[src/rtl/ripple_count_tracker_pkg.sv]
// ripple_count_tracker_pkg
//   Shared defaults and FSM encoding for the ripple counter tracker.
//   CNT_W_DEF      : width of the raw ripple counter input
//   EXT_W_DEF      : width of the wrap-extension counter
//   STABLE_CYC_DEF : identical synchronized samples needed before accept (1..7)
package ripple_count_tracker_pkg;

    localparam int CNT_W_DEF      = 4;
    localparam int EXT_W_DEF      = 8;
    localparam int STABLE_CYC_DEF = 2;

    typedef enum logic {
        ST_INIT  = 1'b0,
        ST_TRACK = 1'b1
    } track_state_e;

endpackage

[src/rtl/ripple_count_tracker_sync_stable_filter.sv]
// sync_stable_filter
//   Two-flop synchronizer followed by a stability filter. A value is
//   accepted once it has been seen STABLE_CYC consecutive times at the
//   synchronizer output.
//   clk    : system clock
//   clear  : synchronous active-high reset
//   cnt_in : raw asynchronous ripple counter value
//   accept : high while cand is a filtered, stable value
//   cand   : current candidate value
module sync_stable_filter
    import ripple_count_tracker_pkg::*;
#(
    parameter int CNT_W      = CNT_W_DEF,
    parameter int STABLE_CYC = STABLE_CYC_DEF
) (
    input  logic             clk,
    input  logic             clear,
    input  logic [CNT_W-1:0] cnt_in,
    output logic             accept,
    output logic [CNT_W-1:0] cand
);

    localparam logic [2:0] STABLE_RUN = 3'(STABLE_CYC);

    logic [CNT_W-1:0] sync1_q, sync2_q;
    logic [CNT_W-1:0] cand_q, cand_d;
    logic [2:0]       run_q, run_d;

    always_comb begin
        cand_d = cand_q;
        run_d  = run_q;
        if (sync2_q != cand_q) begin
            cand_d = sync2_q;
            run_d  = 3'd1;
        end else if (run_q < STABLE_RUN) begin
            run_d = run_q + 3'd1;
        end
    end

    always_ff @(posedge clk) begin
        if (clear) begin
            sync1_q <= '0;
            sync2_q <= '0;
            cand_q  <= '0;
            run_q   <= '0;
        end else begin
            sync1_q <= cnt_in;
            sync2_q <= sync1_q;
            cand_q  <= cand_d;
            run_q   <= run_d;
        end
    end

    // Also require the synchronizer to still agree with cand: this keeps the
    // reset-zero candidate from being accepted when the flushed synchronizer
    // is already carrying a different value in behind it.
    assign accept = (run_q == STABLE_RUN) && (sync2_q == cand_q);
    assign cand   = cand_q;

endmodule

[src/rtl/ripple_count_tracker.sv]
// ripple_count_tracker
//   Brings a 4-bit asynchronous ripple counter into the clk domain, filters
//   glitches, extends it with a wrap counter and presents every new extended
//   value on a valid/ready output register.
//   clk        : system clock
//   clear      : synchronous active-high reset, highest priority
//   cnt_in     : raw ripple counter output (asynchronous, may glitch)
//   out_ready  : downstream accepts out_count when high with out_valid
//   out_valid  : out_count holds an unconsumed value
//   out_count  : extended count {ext, low}
//   wrap_pulse : one-cycle pulse on each accepted wrap
//   overflow   : sticky, ext wrapped past its maximum
//   dropped    : sticky, an unconsumed output was overwritten
module ripple_count_tracker
    import ripple_count_tracker_pkg::*;
#(
    parameter int CNT_W      = CNT_W_DEF,
    parameter int EXT_W      = EXT_W_DEF,
    parameter int STABLE_CYC = STABLE_CYC_DEF
) (
    input  logic                   clk,
    input  logic                   clear,
    input  logic [CNT_W-1:0]       cnt_in,
    input  logic                   out_ready,
    output logic                   out_valid,
    output logic [CNT_W+EXT_W-1:0] out_count,
    output logic                   wrap_pulse,
    output logic                   overflow,
    output logic                   dropped
);

    logic             accept;
    logic [CNT_W-1:0] cand;

    sync_stable_filter #(
        .CNT_W      (CNT_W),
        .STABLE_CYC (STABLE_CYC)
    ) u_filter (
        .clk    (clk),
        .clear  (clear),
        .cnt_in (cnt_in),
        .accept (accept),
        .cand   (cand)
    );

    track_state_e           state_q, state_d;
    logic [CNT_W-1:0]       prev_q, prev_d;
    logic [EXT_W-1:0]       ext_q, ext_d;
    logic                   out_valid_q, out_valid_d;
    logic [CNT_W+EXT_W-1:0] out_count_q, out_count_d;
    logic                   wrap_pulse_q, wrap_pulse_d;
    logic                   overflow_q, overflow_d;
    logic                   dropped_q, dropped_d;
    logic                   load;

    always_comb begin
        state_d      = state_q;
        prev_d       = prev_q;
        ext_d        = ext_q;
        overflow_d   = overflow_q;
        wrap_pulse_d = 1'b0;
        load         = 1'b0;

        if (accept) begin
            if (state_q == ST_INIT) begin
                prev_d  = cand;
                load    = 1'b1;
                state_d = ST_TRACK;
            end else if (cand != prev_q) begin
                prev_d = cand;
                load   = 1'b1;
                // Up-count only: a smaller value means we passed 15 -> 0.
                if (cand < prev_q) begin
                    wrap_pulse_d = 1'b1;
                    ext_d        = ext_q + 1'b1;
                    if (ext_q == {EXT_W{1'b1}}) begin
                        overflow_d = 1'b1;
                    end
                end
            end
        end

        out_count_d = load ? {ext_d, cand} : out_count_q;

        if (load) begin
            out_valid_d = 1'b1;
        end else if (out_valid_q && out_ready) begin
            out_valid_d = 1'b0;
        end else begin
            out_valid_d = out_valid_q;
        end

        // Overwrite without a same-edge transfer loses the old value.
        dropped_d = dropped_q | (load & out_valid_q & ~out_ready);
    end

    always_ff @(posedge clk) begin
        if (clear) begin
            state_q      <= ST_INIT;
            prev_q       <= '0;
            ext_q        <= '0;
            out_valid_q  <= 1'b0;
            out_count_q  <= '0;
            wrap_pulse_q <= 1'b0;
            overflow_q   <= 1'b0;
            dropped_q    <= 1'b0;
        end else begin
            state_q      <= state_d;
            prev_q       <= prev_d;
            ext_q        <= ext_d;
            out_valid_q  <= out_valid_d;
            out_count_q  <= out_count_d;
            wrap_pulse_q <= wrap_pulse_d;
            overflow_q   <= overflow_d;
            dropped_q    <= dropped_d;
        end
    end

    assign out_valid  = out_valid_q;
    assign out_count  = out_count_q;
    assign wrap_pulse = wrap_pulse_q;
    assign overflow   = overflow_q;
    assign dropped    = dropped_q;

endmodule

[config.mk]
export PLATFORM = sky130hd
export DESIGN_NAME = ripple_count_tracker
export DESIGN_NICKNAME = d
export VERILOG_FILES = /design/src/rtl/ripple_count_tracker_pkg.sv /design/src/rtl/ripple_count_tracker_sync_stable_filter.sv /design/src/rtl/ripple_count_tracker.sv
export SDC_FILE = /design/constraint.sdc
export NUM_CORES = 1
export LEC_CHECK = 0
export CORE_MARGIN = 2
export CORE_UTILIZATION = 30
export CTS_BUF_LIST = sky130_fd_sc_hd__clkbuf_4 sky130_fd_sc_hd__clkbuf_8
export DETAILED_ROUTE_END_ITERATION = 12
export GPL_TIMING_DRIVEN = 0
export PLACE_DENSITY = 0.56
export SLEW_MARGIN = 20
export SYNTH_ARGS = -nofsm -noshare
export SYNTH_HDL_FRONTEND = slang
export SYNTH_SLANG_ARGS = --single-unit
[constraint.sdc]
create_clock -name clk -period 2.1 [get_ports clk]
set_clock_uncertainty 0.15 [all_clocks]
set_input_delay 0.42 -clock clk [delete_from_list [all_inputs] [get_ports clk]]
set_output_delay 0.42 -clock clk [all_outputs]
set_load 0.05 [all_outputs]
Word-level counts from Yosys, hierarchy flattened
Index checks and enable logic that the tools add are counted.
{"block": "totals", "reg_bits": 44}
{"block": "op_classes", "n_addsub": 2, "n_lt_le_gt_ge": 2, "n_eq_ne": 6, "mux": 14, "bitwise_logic": 7, "reduce_logical": 8}
{"operator": "$mux 8", "n": 4}
{"operator": "$add 8x1->8 const B", "n": 1}
{"operator": "$eq 8x8->1 const B", "n": 1}
{"operator": "$mux 1", "n": 8}
{"operator": "$mux 4", "n": 2}
{"operator": "$ne 4x4->1", "n": 2}
{"operator": "$reduce_and 5->1", "n": 1}
{"operator": "$eq 4x4->1", "n": 1}
{"operator": "$lt 4x4->1", "n": 1}
{"operator": "$not 1->1", "n": 4}
{"operator": "$reduce_bool 2->1", "n": 2}
{"operator": "$reduce_or 4->1", "n": 1}
{"operator": "$add 3x1->3 const B", "n": 1}
{"operator": "$eq 3x2->1 const B", "n": 1}
{"operator": "$lt 3x2->1 const B", "n": 1}
{"operator": "$and 1x1->1", "n": 2}
{"operator": "$logic_and 1x1->1", "n": 2}
{"operator": "$ne 2x1->1 const B", "n": 1}
{"operator": "$reduce_and 2->1", "n": 1}
{"operator": "$reduce_or 2->1", "n": 1}
{"operator": "$or 1x1->1", "n": 1}

Depth between registers and ports, before layout
{"block": "logic_depth", "ltp_word": 7, "ltp_mapped": 8, "mapped_depth_nobuf": 7}

Cells and area by module
Synthesis repeated with hierarchy kept, for this count alone.
{"block": "hier_totals", "cells_unflattened": 162, "hier_area_um2": 1614.0}
{"mod": "ripple_count_tracker", "instances": 1, "cells_each": 116, "area_per_inst_um2": 1081.0}
{"mod": "sync_stable_filter", "instances": 1, "cells_each": 46, "area_per_inst_um2": 533.0}

Worst setup path after synthesis
No wires, ideal clock.
{"block": "synth_path", "kind": "reg-to-reg", "start": "register out_count[1] (netlist name)", "end": "register out_count_q[10], in the netlist out_count[10]", "setup_time_ns": 0.091, "t_arrival_ns": 2.111, "slack_ns": -0.252, "path_stages_with_launch": 8, "n_path_buf": 0, "synth_period_minus_slack_ns": 2.352, "path_cell_list": "dfxtp_1 inv_1 ha_1 o211ai_1 nor2_4 nor3_2 nand4_1 a311oi_1"}
{"element": "end signal: assignment", "line_no": "ripple_count_tracker.sv:112", "rtl": "out_count_q <= out_count_d;"}
{"element": "end: declaration", "line_no": "ripple_count_tracker.sv:50", "rtl": "logic [CNT_W+EXT_W-1:0] out_count_q, out_count_d;"}

Worst setup path in the final report
{"block": "layout_path", "start": "register out_count_q[0], in the netlist out_count[0]", "end": "output out_count[0]"}
{"element": "end: declaration", "line_no": "ripple_count_tracker.sv:26", "rtl": "output logic [CNT_W+EXT_W-1:0] out_count,"}
No word-level cell between the ends.

==> results.json <==
{
  "status": "finished clean",
  "fin_crit_sh_pct": 97.2,
  "cpPeakStageDelay_ps": 810,
  "num_vias": 1190,
  "htreeDepth": 2,
  "hold_end": "u_filter.sync2_q[1]",
  "grt_util_all_layers_pct": 10.6,
  "critPathTopFamily": "buffers and inverters",
  "netlist_instances": 160,
  "coreArea_sq_um": 5470,
  "fillers": 566,
  "synth_edf_count": 0,
  "drtAntennaViolNets": 0,
  "drive_gt1_share_pct": 23.8,
  "postSynth.asyncResetShare_pct": 0,
  "rrSetupSlack_ps": 90,
  "fin_util_pct": 39.9,
  "slowest_stage": "clkdlybuf4s50_1",
  "hold_path_depth": 1,
  "synth.top_cells.by_count": "40 x dfxtp_1, 30 x nor2_1, 12 x nor2b_1, 11 x xnor2_1, 8 x inv_1",
  "antenna_found_initial": 0,
  "cp.buffers_inverters": 1,
  "final_nets": 206,
  "ys_types": 35,
  "drc": 0,
  "overflow": 0,
  "placed_cell_area_sq_um": 1990,
  "crit_path_cell_trace": "clkdlybuf4s50_1",
  "grt_pass1_wl_microns": 5110,
  "ys_seq_elements": 40,
  "synth_most_common_cell": "dfxtp_1",
  "die-width_microns": 78.9,
  "r2r-start": "out_count[1]",
  "crit_type": "register to primary output",
  "first_pass_iters": 4,
  "synth_warnings": 0,
  "avgRoutedWirePerCell_microns": 11.3,
  "gp_congestion": 0.761,
  "drv_slew": 0,
  "holdCritStartpoint": "u_filter.sync1_q[1]",
  "ios": 23,
  "hold_path_class": "register to register",
  "leakagePower_nw": 0.762,
  "critPathCaptureType": "primary output",
  "initial_core_util_pct": 30.8,
  "antenna_cells": 0,
  "max_slew_margin_pct": 58.8,
  "drv_cap": 0,
  "tightest_slew_ps": 618,
  "totalWireLength_microns": 3010,
  "ir_drop_v": 0.000408,
  "std_cell_rows": 27,
  "die_h_microns": 78.9,
  "cts_buffers": 5,
  "cts_tree": "yes",
  "worstRegToRegCells": 7,
  "critPathMaxFanout": 3,
  "fin_cells": 265,
  "rsz0062_at_grt": "true",
  "max_freq_ghz": 0.490,
  "cp-startpoint": "out_count[0]",
  "insertion_delay_ps": 290,
  "crit_path_start_kind": "register",
  "hpwlAfterDp_microns": 2160,
  "clock-sinks": 40,
  "ys.flop_type": "dfxtp_1",
  "io_buffers": 21,
  "grt_max_degree": 14,
  "dieArea_sq_um": 6230,
  "required_ps": 1530,
  "arrival_ps": 1470,
  "final_area_sq_um": 2180,
  "grt_pass1_vias": 1111,
  "area_growth_syn_to_layout_pct": 29.6,
  "synth.area.top_cells": "dfxtp_1 48%, nor2_1 6.7%, xnor2_1 5.7%, a211oi_2 5.2%, ha_1 5.2%",
  "syn-cell-area_sq_um": 1680,
  "power_density_nw_per_um2": 687,
  "synth-seq-area-share_pct": 47.5,
  "drt_iter0_drc": 28,
  "place_inst": 253,
  "clockRootBuffer": "clkbuf_8",
  "clk_path_buf_depth": 2,
  "yosys.area.top_type": "dfxtp_1",
  "yosysTopAreaCellShare_pct": 47.5,
  "clk_pin_slew_worst_paths_ps": 80,
  "synth_area_per_cell_sq_um": 10.5,
  "finalCriticalPeriod_ps": 2040,
  "r2r-end": "out_count[5]",
  "synth_nets": 174,
  "hold_violations": 0,
  "finalSetupViolCount": 0,
  "vias_per_cell": 4.49
}
## cells by family (layout without fill, tap and decap cells)
logic type	Yosys count	in the layout	synth area share [%]
compound gates	16	16	8.92
xor+xnor	11	11	5.72
fa+ha+maj	7	7	5.20
buf+inv	16	49	4.61
flops	40	40	47.5
mux	5	5	2.97
simple gates	65	65	25.0
## cell usage in the layout (no fill, tap or decap), types with 2 or more instances in the layout
master           Yosys  routed
mux2i_1              5       4
inv_1                8       7
nor2b_1             12      12
nor3_1               2       2
nor4_4               2       2
nor4_2               2       2
dfxtp_2              0       5
nand3_1              3       3
clkbuf_8             0       5
buf_4                0       5
clkinv_2             0       2
nor2_1              30      30
clkdlybuf4s50_1      0      20
buf_6                2       3
a21oi_1              3       3
and4_1               2       2
a211oi_2             7       7
ha_1                 7       4
xnor2_1             11      11
dfxtp_1             40      34
nand4_1              2       2
clkbuf_1             3       3
ha_4                 0       3
## registers in the layout, indices dropped and copies added, names as in the netlist
signal and flops:
wrap_pulse 1, u_filter.run_q 3, u_filter.sync1_q 4, out_valid 1, u_filter.sync2_q 4, prev_q 1
ext_q 8, overflow 1, state_q 1, dropped 1, u_filter.cand 4, out_count 11
## power breakdown
group | switching, mW | internal, mW | leakage, nW
logic | 0.120 | 0.0805 | 0.386
registers | 0.0151 | 0.782 | 0.328
clock network | 0.270 | 0.232 | 0.0479
## worst reg2reg max path, stage by stage (launching register included)
cell and delay, ps:
dfxtp_4 360, inv_2 40, ha_4 200, o211ai_1 270, nor2_4 130, nor3_4 320
mux2i_2 300, a211oi_2 90
## how the worst max path moves through the flow
stage                    end  slack, ps  cells past startpoint
5_1_grt         out_count[5]        -10                      7
2_1_floorplan  out_count[10]         -6                      7
6_report        out_count[0]         60                      1
4_1_cts         out_count[2]          1                      7
3_3_place_gp   out_count[10]        -40                      7
3_5_place_dp    out_count[5]        -50                      7
## layout make-up
| type | instances | area (sq um) | area share (%) |
|---|---|---|---|
| Buffer | 8 | 56.3 | 2.58 |
| Clock buffer | 5 | 68.8 | 3.15 |
| Clock inverter | 3 | 18.8 | 0.860 |
| Inverter | 8 | 30.0 | 1.38 |
| Multi-Input combinational cell | 104 | 866 | 39.7 |
| Sequential cell | 40 | 811 | 37.1 |
| Tap cell | 72 | 90.1 | 4.13 |
| Timing Repair Buffer | 25 | 243 | 11.1 |
## metal layers
| metal | wire, microns | track usage, % |
|---|---|---|
| met4 | 42 | 4.14 |
| met1 | 1460 | 13.4 |
| met2 | 1360 | 16.8 |
| met3 | 148 | 3.64 |
| met5 | 0 | 0 |
## timing repair
action	CTS	global route
pin swaps	1	7
setup buffers	0	4
setup endpoints to repair	7	17
hold buffers	0	0
gates resized for setup	2	12
## per-stage QoR
step	hold slack, ps	setup WS [ps]	TNS, ps	total power, mW
2_1_floorplan	264	-6.29	-6.29	0.956
3_3_place_gp	269	-41.8	-156	1.01
3_5_place_dp	276	-46.1	-148	1.01
4_1_cts	296	1.03	0	1.52
5_1_grt	316	-10.3	-13.8	1.58
6_report	292	59.3	0	1.50
(Power assumes the default switching activity.)
